--- src/rtl/muldiv_unit.sv ---
// Iterative multiply/divide unit: shift-add multiply or restoring divide, one bit per cycle, results into HI/LO.
// Optional macro MULDIV_ZERO_SKIP_EN: multiplies with a zero operand complete the cycle after acceptance.
module muldiv_unit #(
  parameter int WIDTH = 32
) (
  input  logic             clk,
  input  logic             reset,
  input  logic             start,
  input  logic [1:0]       op,
  input  logic [WIDTH-1:0] a,
  input  logic [WIDTH-1:0] b,
  input  logic             hi_we,
  input  logic             lo_we,
  input  logic [WIDTH-1:0] wdata,
  output logic             busy,
  output logic             done,
  output logic             div_by_zero,
  output logic [WIDTH-1:0] hi,
  output logic [WIDTH-1:0] lo
);

  typedef enum logic [1:0] {IDLE, CALC, FIX} state_t;
  localparam int CW = $clog2(WIDTH + 1);

  state_t           state, state_nx;
  logic [CW-1:0]    cnt;
  logic [1:0]       op_q;
  logic [WIDTH-1:0] opnd;
  logic [WIDTH-1:0] a_raw;
  logic [2*WIDTH-1:0] acc;
  logic             neg_q, neg_r, bz;

  function automatic logic [WIDTH-1:0] mag(input logic signed [WIDTH-1:0] v, input logic sgn);
    return (sgn && v[WIDTH-1]) ? (~v + 1'b1) : v;
  endfunction

  function automatic logic [WIDTH-1:0] neg_w(input logic [WIDTH-1:0] v, input logic en);
    return en ? (~v + 1'b1) : v;
  endfunction

  function automatic logic [2*WIDTH-1:0] neg_2w(input logic [2*WIDTH-1:0] v, input logic en);
    return en ? (~v + 1'b1) : v;
  endfunction

  logic accept, skip;
  assign accept = (state == IDLE) && start;
  assign busy   = (state != IDLE);

`ifdef MULDIV_ZERO_SKIP_EN
  assign skip = accept && !op[1] && ((a == '0) || (b == '0));
`else
  assign skip = 1'b0;
`endif

  logic [WIDTH-1:0] a_mag, b_mag;
  assign a_mag = mag(a, op[0]);
  assign b_mag = mag(b, op[0]);

  // acc holds {partial product high, multiplier} for multiply and {remainder, quotient} for divide.
  logic [WIDTH:0]     mul_sum, trial;
  logic [2*WIDTH-1:0] mul_next, div_next;
  assign mul_sum  = {1'b0, acc[2*WIDTH-1:WIDTH]} + {1'b0, (acc[0] ? opnd : '0)};
  assign mul_next = {mul_sum, acc[WIDTH-1:1]};
  assign trial    = {acc[2*WIDTH-1:WIDTH], acc[WIDTH-1]} - {1'b0, opnd};
  assign div_next = trial[WIDTH] ? {acc[2*WIDTH-2:0], 1'b0}
                                 : {trial[WIDTH-1:0], acc[WIDTH-2:0], 1'b1};

  logic [2*WIDTH-1:0] mul_res;
  logic [WIDTH-1:0]   hi_fix, lo_fix;
  assign mul_res = neg_2w(acc, neg_q);
  assign hi_fix  = op_q[1] ? (bz ? a_raw : neg_w(acc[2*WIDTH-1:WIDTH], neg_r)) : mul_res[2*WIDTH-1:WIDTH];
  assign lo_fix  = op_q[1] ? (bz ? '1    : neg_w(acc[WIDTH-1:0], neg_q))       : mul_res[WIDTH-1:0];

  always_comb begin
    state_nx = state;
    case (state)
      IDLE:    if (accept && !skip) state_nx = CALC;
      CALC:    if (cnt == '0) state_nx = FIX;
      FIX:     state_nx = IDLE;
      default: state_nx = IDLE;
    endcase
  end

  always_ff @(posedge clk or posedge reset) begin
    if (reset) state <= IDLE;
    else       state <= state_nx;
  end

  // Counter starts at WIDTH: WIDTH iterations plus one settle cycle give a WIDTH+2 edge latency.
  always_ff @(posedge clk or posedge reset) begin
    if (reset) begin
      cnt   <= '0;
      op_q  <= '0;
      opnd  <= '0;
      a_raw <= '0;
      acc   <= '0;
      neg_q <= 1'b0;
      neg_r <= 1'b0;
      bz    <= 1'b0;
    end else if (accept && !skip) begin
      cnt   <= CW'(WIDTH);
      op_q  <= op;
      opnd  <= op[1] ? b_mag : a_mag;
      acc   <= {{WIDTH{1'b0}}, (op[1] ? a_mag : b_mag)};
      a_raw <= a;
      neg_q <= op[0] && (a[WIDTH-1] ^ b[WIDTH-1]);
      neg_r <= op[0] && op[1] && a[WIDTH-1];
      bz    <= (b == '0);
    end else if (state == CALC && cnt != '0) begin
      cnt <= cnt - 1'b1;
      acc <= op_q[1] ? div_next : mul_next;
    end
  end

  always_ff @(posedge clk or posedge reset) begin
    if (reset) begin
      hi          <= '0;
      lo          <= '0;
      done        <= 1'b0;
      div_by_zero <= 1'b0;
    end else begin
      done        <= (state == FIX) || skip;
      div_by_zero <= (state == FIX) && op_q[1] && bz;
      if (state == FIX) begin
        hi <= hi_fix;
        lo <= lo_fix;
      end else if (skip) begin
        hi <= '0;
        lo <= '0;
      end else if (state == IDLE && !start) begin
        if (hi_we) hi <= wdata;
        if (lo_we) lo <= wdata;
      end
    end
  end

endmodule
--- config.mk ---
export PLATFORM = sky130hd
export DESIGN_NAME = muldiv_unit
export DESIGN_NICKNAME = d
export VERILOG_FILES = /design/src/rtl/muldiv_unit.sv
export SDC_FILE = /design/constraint.sdc
export NUM_CORES = 1
export LEC_CHECK = 0
export CORE_ASPECT_RATIO = 0.9
export CORE_MARGIN = 2
export CORE_UTILIZATION = 59
export CTS_CLUSTER_DIAMETER = 150
export DETAILED_ROUTE_END_ITERATION = 10
export DONT_BUFFER_PORTS = 1
export HOLD_SLACK_MARGIN = 0.1
export PLACE_DENSITY = 0.78
export SLEW_MARGIN = 20
export SYNTH_ARGS = -nofsm -noshare
export SYNTH_HDL_FRONTEND = slang
export SYNTH_SLANG_ARGS = --single-unit
--- constraint.sdc ---
create_clock -name clk -period 6.1 [get_ports clk]
set_clock_uncertainty 0.2 [all_clocks]
set_input_delay 0.61 -clock clk [delete_from_list [all_inputs] [get_ports clk]]
set_output_delay 0.61 -clock clk [all_outputs]
set_load 0.02 [all_outputs]
# [After elaboration in Yosys (flattened, before gate mapping)]
# Cells that the tools add are included.
[word_totals] register_bits=207 out_inout_bits=67 wordCells=81
[op_classes] add_sub_neg=8 eq_ne=4 mux=27 bitwise_logic=6 reduce_logical=23
[op_table] operator="$mux W32" count=17
[op_table] operator="$mux W64" count=5
[op_table] operator="$add A32 B1 Y32 const B" count=4
[op_table] operator="$not A32 Y32" count=4
[op_table] operator="$add A64 B1 Y64 const B" count=1
[op_table] operator="$not A64 Y64" count=1
[op_table] operator="$add A32 B32 Y33" count=1
[op_table] operator="$sub A33 B32 Y33" count=1
[op_table] operator="$logic_not A32 Y1" count=1
[op_table] operator="$mux W6" count=2
[op_table] operator="$logic_and A1 B1 Y1" count=10
[op_table] operator="$reduce_bool A2 Y1" count=5
[op_table] operator="$logic_not A6 Y1" count=1
[op_table] operator="$reduce_and A2 Y1" count=3
[op_table] operator="$reduce_bool A6 Y1" count=1
[op_table] operator="$sub A6 B1 Y6 const B" count=1
[op_table] operator="$mux W2" count=2
[op_table] operator="$ne A2 B2 Y1 const B" count=2
[op_table] operator="$pmux W2 S2" count=1
[op_table] operator="$eq A2 B1 Y1 const B" count=1
[op_table] operator="$eq A2 B2 Y1 const B" count=1
[op_table] operator="$logic_not A2 Y1" count=1
[op_table] operator="$logic_not A1 Y1" count=1
[op_table] operator="$xor A1 B1 Y1" count=1

# [Depth between registers and ports, before layout]
# Gate-level depths: netlist of the first run.
[depth] ltp_word=6 mapped_depth=14

# [Worst setup path before layout of the first run]
# No wires, ideal clock.
[synth_timing] path_kind="flip-flop to flip-flop" startpoint="register acc[0]" endpoint="register acc[63]" setup_ns=0.127 t_arrival_ns=3.197 slack_ns=2.576 stages_incl_launch_ff=14 path_buffers=1 cell_sequence="dfrtp_1 inv_1 clkbuf_1 nor2_1 ha_1 a21o_1 a21o_1 a221o_1 o311a_1 a221oi_2 o31ai_1 a211oi_1 o22ai_1 nand3b_1"
[synth_via] elab_chain_len=5
[synth_rtl] item="from (decl)" line="30" rtl="logic [2*WIDTH-1:0] acc;"
[synth_rtl] item="from (signal assigned)" line="104" rtl="acc <= {{WIDTH{1'b0}}, (op[1] ? a_mag : b_mag)};"
[synth_rtl] item="from (signal assigned)" line="111" rtl="acc <= op_q[1] ? div_next : mul_next;"
[synth_rtl] item="$mux W32" line="62" rtl="assign mul_sum = {1'b0, acc[2*WIDTH-1:WIDTH]} + {1'b0, (acc[0] ? opnd : '0)};"
[synth_rtl] item="$add A32 B32 Y33" line="62"
[synth_rtl] item="$mux W64" line="111"
[synth_rtl] item="$mux W64" line="109" rtl="end else if (state == CALC && cnt != '0) begin"
[synth_rtl] item="$mux W64" line="100" rtl="end else if (accept && !skip) begin"
# No other way between the ends. The select of a mux whose other input is x is not followed.
# A chain may end at the register's enable or synchronous reset.

# [Worst setup path after layout of the first run]
[layout_timing] startpoint="register acc[34]" endpoint="register acc[46]"
[layout_via] elab_chain_len=5 word_cells_on_any_way=6
[layout_rtl] item="$sub A33 B32 Y33" line="64" rtl="assign trial = {acc[2*WIDTH-1:WIDTH], acc[WIDTH-1]} - {1'b0, opnd};"
[layout_rtl] item="$mux W64" line="65" rtl="assign div_next = trial[WIDTH] ? {acc[2*WIDTH-2:0], 1'b0}"
[layout_rtl] item="$mux W64 (*)" line="111"
[layout_rtl] item="$mux W64 (*)" line="109"
[layout_rtl] item="$mux W64 (*)" line="100"
# Mark *: on every way between the ends. The rest lies on a longest branch, timed or not. The select of a mux whose other input is x is not followed.

==> results of run 1 <==
worst paths after layout:
check,startpoint,end,cells past startpoint
worst max-delay path,acc[34],acc[46],12
worst min-delay path,a[8],a_raw[8],2
worst max register to register,acc[34],acc[46],12
worst min register to register,a_raw[16],a_raw[16],2
max in group asynchronous,reset,lo[5],3
min in group asynchronous,reset,acc[61],3
timing repair:
action                    CTS  global route
buffers inserted            0             0
hold endpoints to repair  228             0
hold buffers               68             0
cell type report:
type | instances | area [um2] | share of cell area
Multi-Input combinational cell | 1721 | 10900 | 0.590
Sequential cell | 206 | 5160 | 0.280
Timing Repair Buffer | 91 | 866 | 0.0470
Clock buffer | 35 | 723 | 0.0392
Tap cell | 360 | 450 | 0.0244
Inverter | 71 | 270 | 0.0147
Clock inverter | 5 | 78.8 | 0.00428
Antenna cell | 2 | 5.00 | 0.000271
state kept, by name, summed over array words and instances (netlist names):
signal       flops
neg_r            1
a_raw           32
state            2
lo              32
bz               1
op_q             1
done             1
cnt              6
acc             64
div_by_zero      1
opnd            32
hi              32
neg_q            1
metrics by stage:
stage          area (um2)  utilization  std cells  hold WS (ps)
2_1_floorplan       16900            -       2155           240
3_3_place_gp        16900        0.603       2381           260
3_5_place_dp        16900        0.603       2381           266
4_1_cts             18400        0.656       2489           101
5_1_grt             18400        0.656       2489           120
6_report            18400        0.657       2491           105
layout by cell type (no fill, tap or decap), types with 7 or more instances in the layout:
| cell type | netlist | routed |
|---|---|---|
| inv_1 | 71 | 70 |
| a22oi_1 | 18 | 18 |
| o22ai_1 | 9 | 9 |
| a222oi_1 | 7 | 7 |
| o41ai_1 | 11 | 11 |
| o221ai_1 | 28 | 28 |
| buf_4 | 2 | 22 |
| o21ai_1 | 9 | 9 |
| a21oi_1 | 135 | 135 |
| xor2_1 | 117 | 117 |
| o21a_1 | 8 | 8 |
| xnor2_1 | 71 | 71 |
| o21ai_0 | 198 | 198 |
| o31ai_1 | 31 | 31 |
| o211ai_1 | 37 | 37 |
| nand3_1 | 47 | 47 |
| nor4_1 | 13 | 13 |
| and3_1 | 7 | 7 |
| a21boi_0 | 7 | 7 |
| and2_1 | 12 | 10 |
| dfrtp_1 | 206 | 204 |
| or4_1 | 9 | 9 |
| ha_1 | 70 | 70 |
| a221oi_1 | 13 | 13 |
| nor2_1 | 147 | 145 |
| clkbuf_16 | 0 | 25 |
| nand2_1 | 367 | 366 |
| nor3_1 | 28 | 28 |
| a211oi_1 | 13 | 13 |
| a32oi_1 | 31 | 31 |
| or2_2 | 7 | 7 |
| nand4_1 | 17 | 17 |
| nor2b_1 | 11 | 11 |
| nand2b_1 | 24 | 23 |
| dlygate4sd3_1 | 0 | 68 |
| a21o_1 | 29 | 29 |
| mux2i_1 | 58 | 58 |
| a31oi_1 | 16 | 15 |
| or3_1 | 29 | 29 |
per-layer routing:
| layer | wire length [um] | GRT usage | vias up |
|---|---|---|---|
| li1 | - | - | 7640 |
| met1 | 25300 | 0.572 | 8243 |
| met2 | 26300 | 0.606 | 1167 |
| met3 | 8500 | 0.111 | 184 |
| met4 | 2600 | 0.157 | 0 |
| met5 | 0 | 0 | - |
logic make-up (layout without fill, tap and decap cells):
logic type	count (synthesis)	in the layout
buffers and inverters	228	202
other	0	2
AND/OR/NAND/NOR	752	752
multiplexers	61	61
adder cells (fa/ha/maj)	72	72
XOR/XNOR	188	188
flip-flops	206	206
AO/OA/AOI/OAI	648	648
report_power, final:
part	total [mW]	switching (mW)	internal, mW
Sequential	3.45	1.40	2.06
Combinational	7.06	4.30	2.75
Clock	1.50	0.604	0.898
==> flow_summary.json, run 1 <==
{
  "status": "completed",
  "worst_pin_slew_ps": 1190,
  "hold_viol_final": 0,
  "drt-initial-drc-count": 2049,
  "cpMostUsedCell": "buf_4",
  "synth_top_family_by_area": "compound AO/OA/AOI/OAI gates",
  "synth_area_mm2": 0.0169,
  "synth_area_leaders": "dfrtp_1, nand2_1, xor2_1, o21ai_0, ha_1",
  "die_area_mm2": 0.0300,
  "syn_inst": 2155,
  "synth_ff_type": "dfrtp_1",
  "cts.clk_slew.worst_paths_ps": 60,
  "vias_per_cell": 6.92,
  "insertion_delay_ps": 530,
  "yosys.area_share.simple": 0.206,
  "setup_viol": 0,
  "via_count": 17200,
  "syn_nets": 2330,
  "grt_pass1_vias": 15900,
  "maxCapViolations": 0,
  "nFillCells": 2400,
  "die_w_um": 182,
  "cts_buffer_depth": 3,
  "final_nets": 2290,
  "dp_hpwl_um": 45900,
  "cts-root-buf": "clkbuf_16",
  "drtPass1Iterations": 9,
  "arrival_ps": 4980,
  "fin_ws_ps": 1290,
  "rows": 58,
  "finalSetupTns_ps": 0,
  "synth.most_common_cell": "nand2_1",
  "ctsResizeCount": 0,
  "port_buffers": 0,
  "start_kind": "register",
  "clkSinkCount": 206,
  "slowest_stage": "and2_1",
  "drive_gt1_frac": 0.0512,
  "p_total_mw": 12.0,
  "seq_area_frac_synth": 0.305,
  "synth.area.mux_share": 0.0365,
  "synth_warnings": 0,
  "coreArea_mm2": 0.0281,
  "io_pins": 170,
  "avgSynthCellArea_um2": 7.84,
  "hp-class": "in2reg",
  "area_growth_pct": 9.07,
  "r2r_slack_ps": 1290,
  "die_y_um": 165,
  "grt_pass1_wl_um": 94200,
  "netlist_top_cells_count": "nand2_1, dfrtp_1, o21ai_0",
  "routed_wl_um": 62700,
  "synth-edff-count": 0,
  "h-tree-depth": 1,
  "critPathKind": "reg2reg",
  "period_minus_slack_ps": 4810,
  "critPathTopFamily": "compound AO/OA/AOI/OAI gates",
  "antenna_found_initial": 0,
  "pwr_density_cell_mw_per_mm2": 652,
  "slowest_delay_ps": 750,
  "irDropWorstVdd_mv": 0.276,
  "synth_xor_area_frac": 0.0974,
  "cts_made_buffers": 24,
  "slew_violations": 0,
  "crit_fanout": 18,
  "ant_nets": 0,
  "post_drt_wl_per_cell_um": 25.2,
  "drc_errors": 0,
  "ys_seq_elements": 206,
  "grt_start_max_net_pins": 134,
  "cts_tree": "built",
  "track_usage": 0.409,
  "p_leak_nw": 7.71,
  "gp_congestion": 1.03,
  "grt_overflow_total": 0,
  "yosysTopAreaCellShare": 0.305,
  "synth_area_leader_cell": "dfrtp_1",
  "synthAdderAreaFrac": 0.0542,
  "worstPathCellList": "ha_1, o211ai_1, a21oi_1, o41ai_2, o211ai_2, a21oi_2, mux2i_2, buf_4, and2_1, buf_4, mux2i_1, o221ai_1",
  "slew_headroom": 0.206,
  "fmax_mhz": 208,
  "crit_required_ps": 6260,
  "synth_compound_area_frac": 0.248,
  "start_util": 0.602,
  "place_ws_ps": 1400,
  "grt_setup_unrepaired": "no",
  "endpoint_kind": "register",
  "crit_buf_inv": 2,
  "fin_crit_sh": 0.789,
  "synth_cell_types": 86,
  "async_reset_ff_frac": 1.00
}
Note: power is estimated with default switching activity, not from simulation.
==> run 2, diff against run 1 <==
--- a/config.mk
+++ b/config.mk
@@ -7,12 +7,12 @@
 export LEC_CHECK = 0
 export CORE_ASPECT_RATIO = 0.9
 export CORE_MARGIN = 2
-export CORE_UTILIZATION = 59
+export CORE_UTILIZATION = 65
 export CTS_CLUSTER_DIAMETER = 150
 export DETAILED_ROUTE_END_ITERATION = 10
 export DONT_BUFFER_PORTS = 1
 export HOLD_SLACK_MARGIN = 0.1
-export PLACE_DENSITY = 0.78
+export PLACE_DENSITY = 0.81
 export SLEW_MARGIN = 20
 export SYNTH_ARGS = -nofsm -noshare
 export SYNTH_HDL_FRONTEND = slang
==> constraint.sdc (replaced) <==
create_clock -name clk -period 4.9 [get_ports clk]
set_clock_uncertainty 0.2 [all_clocks]
set_input_delay 0.49 -clock clk [delete_from_list [all_inputs] [get_ports clk]]
set_output_delay 0.49 -clock clk [all_outputs]
set_load 0.02 [all_outputs]
==> run 2 against run 1 <==
  * Clock power up 29%
  * Largest cell class unchanged
  * Die area is 9.0% lower
  * Clock-buffer cell count unchanged
  * Cell count grew 0.56%
  * Critical path depth grew 2
  * Sequential cell count stayed put
  * Sequential power up 25%
  * Final area grew 1.6%
  * Critical path type unchanged
  * Core utilization up 8.3 points
  * Global-route usage up 8.0 points
==> flow_summary.json, run 2 (synthesis results as in run 1) <==
{
  "cts.clk_slew.worst_paths_ps": 70,
  "post_drt_wl_per_cell_um": 27.1,
  "critPathKind": "reg2reg",
  "clkSinkCount": 206,
  "hp-class": "in2reg",
  "layout_commonest_cell": "nand2_1",
  "utilization": 0.740,
  "cts_made_buffers": 24,
  "min_from": "b[11]",
  "startpoint": "acc[31]",
  "via_count": 18200,
  "rows": 55,
  "endpoint_kind": "register",
  "grt_start_max_net_pins": 147,
  "pwr_density_cell_mw_per_mm2": 829,
  "stdcell_area_mm2": 0.0187,
  "die_area_mm2": 0.0273,
  "port_buffers": 0,
  "dp_cells": 2378,
  "drt-initial-drc-count": 2863,
  "track_usage": 0.490,
  "start_kind": "register",
  "hold_ws_ps": 94.5,
  "gp_congestion": 1.03,
  "crit_fanout": 10,
  "p_leak_nw": 7.87,
  "drc_errors": 0,
  "slew_headroom": 0.273,
  "fmax_mhz": 234,
  "m1WireLength_um": 25500,
  "fin_crit_sh": 0.873,
  "r2r-start": "acc[31]",
  "maxCapViolations": 0,
  "die_w_um": 174,
  "multi_input_area_mm2": 0.0109,
  "top_layer": "met4",
  "crit_required_ps": 5140,
  "ant_nets": 0,
  "largest_reg_flops": 64,
  "finalSetupTns_ps": 0,
  "dp_hpwl_um": 48300,
  "hold_viol_final": 0,
  "antenna_found_initial": 6,
  "regMostFlops": "acc",
  "cts_buffer_depth": 3,
  "coreArea_mm2": 0.0253,
  "die_y_um": 157,
  "p_total_mw": 15.5,
  "grt_pass1_vias": 16900,
  "drtPass1Iterations": 7,
  "grt_pass1_wl_um": 102000,
  "final_nets": 2318,
  "insertion_delay_ps": 540,
  "wl_met2_um": 27500,
  "setup_viol": 0,
  "drive_gt1_frac": 0.0606,
  "nFillCells": 1861,
  "grt_setup_unrepaired": "no",
  "place_ws_ps": 758,
  "fin_ws_ps": 621,
  "vias_per_cell": 7.26,
  "h-tree-depth": 1,
  "placed_area_mm2": 0.0171,
  "seqCellArea_mm2": 0.00516,
  "slew_violations": 0,
  "period_minus_slack_ps": 4280,
  "area_growth_pct": 10.8,
  "start_util": 0.668,
  "wl_met3_um": 11000,
  "cts_tree": "built",
  "grt_overflow_total": 0,
  "status": "completed",
  "routed_wl_um": 68000,
  "postCtsSetupBuffers": 0,
  "io_pins": 170,
  "final_cells": 2505,
  "final_cell_mix": "nand2_1, dfrtp_1, o21ai_0, nor2_1, a21oi_1",
  "arrival_ps": 4510,
  "ctsResizeCount": 0,
  "cts-root-buf": "clkbuf_16",
  "irDropWorstVdd_mv": 0.464,
  "worst_pin_slew_ps": 1090
}
-- run 2: timing repair --
action	CTS	global route
endpoints found under the setup margin	0	0
hold buffers	81	0
endpoints found under the hold margin	359	0
-- run 2: layer usage --
layer	GRT usage	up-vias
met5	0	-
met4	0.240	0
met3	0.207	345
met2	0.704	1538
met1	0.635	8585
li1	-	7712
-- run 2: cell type report --
cell class / count / area share
Antenna cell: 2 / 0.000267
Tap cell: 342 / 0.0228
Clock inverter: 9 / 0.00575
Timing Repair Buffer: 119 / 0.0608
Multi-Input combinational cell: 1721 / 0.581
Sequential cell: 206 / 0.275
Inverter: 71 / 0.0144
Clock buffer: 35 / 0.0391
-- run 2: report_power, final --
part | leakage, nW | internal, mW | switching (mW)
registers | 2.50 | 2.56 | 1.76
clock network | 0.411 | 1.14 | 0.786
logic | 4.96 | 3.57 | 5.71
total | 7.87 | 7.28 | 8.26
-- run 2: worst max-delay path: stages, from the launching register on --
cell,delay [ps]
dfrtp_1,390
inv_1,140
ha_1,220
fa_1,200
nand2b_1,170
a21oi_1,120
o41ai_2,560
o211ai_2,250
a21oi_2,350
mux2i_2,240
buf_4,190
and2_1,470
buf_4,260
mux2i_1,80
a221oi_1,310
-- run 2: worst paths after layout --
check | to | cells past startpoint | slack, ps
max in group asynchronous | neg_q | 3 | 3310
worst min-delay path | acc[11] | 3 | 90
worst max register to register | acc[59] | 14 | 620
min in group asynchronous | hi[29] | 3 | 390
worst max-delay path | acc[59] | 14 | 620
worst min register to register | opnd[18] | 2 | 280
